File: src/rtl/random_packet_emitter_pkg.sv
// rtl/random_packet_emitter_pkg.sv - shared NoC flit definitions for emitters, routers and sinks
//
// Purpose: flit type codes, header field placement derived from the
// destination width DW, LFSR polynomial and emitter FSM state encoding.
package random_packet_emitter_pkg;

  // Flit type lives in the two MSBs of every flit.
  localparam logic [1:0] FT_BODY   = 2'b00;
  localparam logic [1:0] FT_HEAD   = 2'b01;
  localparam logic [1:0] FT_TAIL   = 2'b10;
  localparam logic [1:0] FT_SINGLE = 2'b11;

  // Header layout: dest at [DW-1:0], src at [2DW-1:DW], length at [2DW+7:2DW].
  localparam int LEN_W = 8;

  localparam logic [31:0] LFSR_POLY = 32'h8020_0003;

  typedef enum logic [1:0] {
    ST_IDLE = 2'd0,
    ST_REQ  = 2'd1,
    ST_RLS  = 2'd2,
    ST_DONE = 2'd3
  } emit_state_e;

  function automatic int dest_width(input int num_nodes);
    return (num_nodes > 1) ? $clog2(num_nodes) : 1;
  endfunction

  function automatic int src_lsb(input int dw);
    return dw;
  endfunction

  function automatic int len_lsb(input int dw);
    return 2 * dw;
  endfunction

endpackage

File: src/rtl/random_packet_emitter_lfsr32.sv
// rtl/random_packet_emitter_lfsr32.sv - 32-bit Galois LFSR, free-running outside reset
//
// Ports:
//   clk      clock
//   reset    asynchronous active-high reset, loads SEED
//   state_o  current 32-bit LFSR state
module lfsr32
  import random_packet_emitter_pkg::*;
#(
  parameter logic [31:0] SEED = 32'd1
) (
  input  logic        clk,
  input  logic        reset,
  output logic [31:0] state_o
);

  logic [31:0] state_q;
  logic [31:0] state_d;

  // Right-shifting Galois form: feed the polynomial back when bit 0 falls out.
  always_comb begin
    state_d = {1'b0, state_q[31:1]} ^ (state_q[0] ? LFSR_POLY : 32'h0);
  end

  always_ff @(posedge clk or posedge reset) begin
    if (reset) begin
      state_q <= SEED;
    end else begin
      state_q <= state_d;
    end
  end

  assign state_o = state_q;

endmodule

File: src/rtl/random_packet_emitter.sv
// rtl/random_packet_emitter.sv - multi-flit random/fixed packet source on a 4-phase req/ack channel
//
// Ports:
//   clk        clock
//   reset      asynchronous active-high reset
//   en         permits starting new packets (packets in flight always finish)
//   ack        4-phase acknowledge from the router
//   req        4-phase request
//   data       current flit, stable while req is high
//   done       MAX_PACKETS packets have been sent
//   pkt_count  packets completed
//   proto_err  sticky, set when ack is seen high in IDLE or DONE
module random_packet_emitter
  import random_packet_emitter_pkg::*;
#(
  parameter int ID          = 0,
  parameter int SIZE        = 16,
  parameter int NUM_NODES   = 4,
  parameter int PERC_ACTIVE = 100,
  parameter int MAX_PACKETS = 8,
  parameter int PKT_LEN     = 4,
  parameter int LEN_RANDOM  = 0,
  parameter int FIXED_DEST  = -1,
  parameter int COUNT_DATA  = 0
) (
  input  logic            clk,
  input  logic            reset,
  input  logic            en,
  input  logic            ack,
  output logic            req,
  output logic [SIZE-1:0] data,
  output logic            done,
  output logic [15:0]     pkt_count,
  output logic            proto_err
);

  localparam int DW = dest_width(NUM_NODES);
  localparam int PW = SIZE - 2;
  localparam logic [DW-1:0] SRC_ID  = ID[DW-1:0];
  localparam logic [DW-1:0] NEXT_ID = DW'((ID + 1) % NUM_NODES);

  emit_state_e       state_q, state_d;
  logic              req_q, req_d;
  logic [SIZE-1:0]   data_q, data_d;
  logic [15:0]       pkt_q, pkt_d;
  logic              perr_q, perr_d;
  logic [PW-1:0]     seq_q, seq_d;
  logic [LEN_W-1:0]  left_q, left_d;

  logic [31:0]       lfsr_w;
  logic [31:0]       rnd_dest;
  logic [DW-1:0]     dest_new;
  logic [LEN_W-1:0]  len_new;
  logic [PW-1:0]     payload;
  logic              roll_ok;
  logic              budget_hit;
  logic              budget_next;

  lfsr32 #(.SEED(32'(ID + 1))) u_lfsr (
    .clk     (clk),
    .reset   (reset),
    .state_o (lfsr_w)
  );

  function automatic logic [SIZE-1:0] head_flit(input logic [1:0] ft,
                                                 input logic [DW-1:0] dst,
                                                 input logic [LEN_W-1:0] ln);
    logic [SIZE-1:0] f;
    f = '0;
    f[SIZE-1 -: 2]           = ft;
    f[DW-1:0]                = dst;
    f[src_lsb(DW) +: DW]     = SRC_ID;
    f[len_lsb(DW) +: LEN_W]  = ln;
    return f;
  endfunction

  always_comb begin
    rnd_dest = lfsr_w % 32'(NUM_NODES);
    if (FIXED_DEST >= 0) begin
      dest_new = DW'(FIXED_DEST);
    end else if (NUM_NODES == 1) begin
      dest_new = '0;
    end else if (rnd_dest == ID) begin
      // Never address ourselves; bump to the next node.
      dest_new = NEXT_ID;
    end else begin
      dest_new = DW'(rnd_dest);
    end
    len_new     = (LEN_RANDOM != 0) ? LEN_W'(32'd1 + (lfsr_w % 32'(PKT_LEN))) : LEN_W'(PKT_LEN);
    payload     = (COUNT_DATA != 0) ? seq_q : PW'(lfsr_w);
    roll_ok     = (lfsr_w % 32'd100) < PERC_ACTIVE;
    budget_hit  = {16'd0, pkt_q} >= MAX_PACKETS;
    budget_next = ({16'd0, pkt_q} + 32'd1) >= MAX_PACKETS;
  end

  always_comb begin
    state_d = state_q;
    req_d   = req_q;
    data_d  = data_q;
    pkt_d   = pkt_q;
    seq_d   = seq_q;
    left_d  = left_q;
    perr_d  = perr_q | (ack && (state_q == ST_IDLE || state_q == ST_DONE));
    case (state_q)
      ST_IDLE: begin
        if (budget_hit) begin
          state_d = ST_DONE;
        end else if (en && !ack && roll_ok) begin
          req_d   = 1'b1;
          left_d  = len_new - LEN_W'(1);
          data_d  = head_flit((len_new == LEN_W'(1)) ? FT_SINGLE : FT_HEAD, dest_new, len_new);
          state_d = ST_REQ;
        end
      end
      ST_REQ: begin
        if (ack) begin
          req_d   = 1'b0;
          state_d = ST_RLS;
        end
      end
      ST_RLS: begin
        if (!ack) begin
          if (left_q != '0) begin
            // Remaining flits go out back to back, independent of en and roll.
            req_d   = 1'b1;
            left_d  = left_q - LEN_W'(1);
            seq_d   = seq_q + PW'(1);
            data_d  = {((left_q == LEN_W'(1)) ? FT_TAIL : FT_BODY), payload};
            state_d = ST_REQ;
          end else begin
            pkt_d   = pkt_q + 16'd1;
            state_d = budget_next ? ST_DONE : ST_IDLE;
          end
        end
      end
      default: begin
      end
    endcase
  end

  always_ff @(posedge clk or posedge reset) begin
    if (reset) begin
      state_q <= ST_IDLE;
      req_q   <= 1'b0;
      data_q  <= '0;
      pkt_q   <= '0;
      perr_q  <= 1'b0;
      seq_q   <= '0;
      left_q  <= '0;
    end else begin
      state_q <= state_d;
      req_q   <= req_d;
      data_q  <= data_d;
      pkt_q   <= pkt_d;
      perr_q  <= perr_d;
      seq_q   <= seq_d;
      left_q  <= left_d;
    end
  end

  assign req       = req_q;
  assign data      = data_q;
  assign done      = (state_q == ST_DONE);
  assign pkt_count = pkt_q;
  assign proto_err = perr_q;

endmodule

File: config.mk
export PLATFORM = sky130hd
export DESIGN_NAME = random_packet_emitter
export DESIGN_NICKNAME = d
export VERILOG_FILES = /design/src/rtl/random_packet_emitter_pkg.sv /design/src/rtl/random_packet_emitter_lfsr32.sv /design/src/rtl/random_packet_emitter.sv
export SDC_FILE = /design/constraint.sdc
export NUM_CORES = 1
export LEC_CHECK = 0
export BUFFER_PORTS_ARGS = -buffer_cell sky130_fd_sc_hd__buf_2
export CAP_MARGIN = 20
export CORE_MARGIN = 8
export CORE_UTILIZATION = 35
export DETAILED_ROUTE_END_ITERATION = 8
export PLACE_DENSITY = 0.62
export SETUP_SLACK_MARGIN = 0.4
export SLEW_MARGIN = 20
export SYNTH_ARGS = -nofsm -noshare
export SYNTH_HDL_FRONTEND = slang
export SYNTH_HIERARCHICAL = 1
export SYNTH_SLANG_ARGS = --single-unit
File: constraint.sdc
create_clock -name clk -period 2.3 [get_ports clk]
set_clock_uncertainty 0.05 [all_clocks]
set_input_delay 0.23 -clock clk [delete_from_list [all_inputs] [get_ports clk]]
set_output_delay 0.23 -clock clk [all_outputs]
set_load 0.02 [all_outputs]
==> results.tsv <==
metric	value	unit
ANT cells	0	
PortBufs	38	
critical path type	reg -> reg	
Worst Setup End Kind	register	
chip width	115	µm
routed len/inst	15.3	µm
pwr/cell area	845	mW/mm²
worst min path class	in -> reg	
GRT overflow	0	
maximum VDD drop	437	µV
mean area per synthesized cell	11.2	µm²
DRT Wirelength	7710	µm
Initial Util	0.355	
cell area after layout	0.00433	mm²
CTS clk-pin slew, worst paths	80	ps
RD Place Congestion	0.806	
vias in the first global route	2442	
Tcrit/Tclk final	0.979	
Setup-failing EPs final	0	
Die H	115	µm
# clock sinks	76	
leakage	2.05	nW
FP Rows	36	
CTS Root Buffer Type	clkbuf_8	
DRC	0	
Fin. Hold Viols	0	
CP Data Arrival Time	2440	ps
pin slew with the least headroom to its limit	628	ps
Antenna Nets Post-Route	0	
syn_nets	316	
RSZ-0062 raised after global routing	yes	
largest net degree at the start of global routing	29	
first-pass GRT wire length	12400	µm
TritonCTS clock tree	built	
synth warn	6	
Setup crit start kind	register	
total track usage	0.120	
Worst Hold Slack	226	ps
Clock H-tree levels	3	
# IOs	39	
layout cells sized above 1	0.368	
Vias/cell	4.83	
slew margin rel.	0.581	
Syn Std Cell Area	0.00341	mm²
total CTS buffers	9	
Area growth, synth to finish	27.0	%
HPWL after DPL	5290	µm
max-cap violations	0	
status	finished clean	
worst-skew pair later-pin latency	350	ps
Syn Inst Count	304	
via count	2439	
nets	379	
Slew Viols, Final	0	
Clock Tree Buf Depth	2	
maximum clock frequency	444	MHz
drt pass-1 iters	4	
initial antenna violation count	0	
die area	0.0132	mm²
critical path fanouts, max	6	
CORE AREA	0.00959	mm²
crit path time final	2250	ps
placed instance area	0.00387	mm²
Critical Path RT	2490	ps
initial DRC count	94	
==> worst paths after layout <==
check                                   startpoint                 end  slack [ps]  cells after the start
worst max register to register          state_q[0]           left_q[5]          50                      8
max in group asynchronous                    reset   u_lfsr/state_o[9]        1080                      4
worst min-delay path                           ack           proto_err         230                      2
min in group asynchronous                    reset            data[15]         410                      3
worst min register to register  u_lfsr/state_o[21]  u_lfsr/state_o[20]         300                      0
worst max-delay path                    state_q[0]           left_q[5]          50                      8
==> worst max-delay path, stage by stage, from the launching register on <==
cell and delay, ps:
dfrtp_1 390, inv_2 70, ha_4 120, or4b_4 450, or3_4 380, nor2b_4 140
and2_4 190, buf_6 120, a32o_1 230
==> registers in the layout, summed over array words and instances, names as in the netlist <==
signal / cells
u_lfsr/state_o: 32
pkt_count: 16
req: 1
state_q: 2
proto_err: 1
data: 16
left_q: 8
==> final cells by class <==
type,count,area (µm²)
Fill cell,898,5270
Sequential cell,76,1910
Multi-Input combinational cell,174,1420
Timing Repair Buffer,81,542
Tap cell,133,166
Clock buffer,11,141
Inverter,25,93.8
Clock inverter,5,60.1
==> power breakdown <==
part,switching (mW),internal (mW),total [mW]
clock,0.509,0.535,1.04
sequential,0.0650,1.42,1.49
combinational,0.614,0.514,1.13
total,1.19,2.47,3.66
==> what timing repair did <==
item | 4_1_cts | 5_1_grt
setup endpoints to repair | 43 | 43
hold endpoints to repair | 36 | 0
setup buffers | 1 | 6
hold buffers | 1 | 0
pin swaps | 2 | 15
cloned | 0 | 0
resized for setup | 6 | 36
==> cell usage in the layout (no fill, tap or decap), drive strengths merged, types with 3 or more instances in the layout <==
cell type,n
a211oi,3
a21oi,3
a31oi,5
a32o,4
a41oi,3
and2,6
and3,5
buf,80
clkbuf,11
dfrtp,75
ha,8
inv,26
mux2,5
mux2i,13
nand2,26
nand3,11
nand4,8
nor2,8
nor3,7
nor4,7
o21ai,4
o31ai,3
xnor2,17
xor2,5
==> metal layers <==
layer,vias up,wire (µm),global-route usage
li1,1160,-,-
met5,-,0,0
met2,40,3660,0.183
met1,1229,3650,0.159
met4,0,141,0.0508
met3,10,263,0.0290
==> stage by stage <==
stage	util	total power [mW]	cells	worst slack, ps	setup TNS [ps]
finish	0.451	3.66	505	49.1	0
global route	0.451	3.85	505	-3.03	-3.90
CTS	0.428	3.48	499	2.75	0
detailed placement	0.403	2.42	481	-64.3	-533
global placement	0.403	2.39	481	-26.6	-74.7
floorplan	-	2.11	304	-46.0	-212
Note: power is estimated with default switching activity, not from simulation.
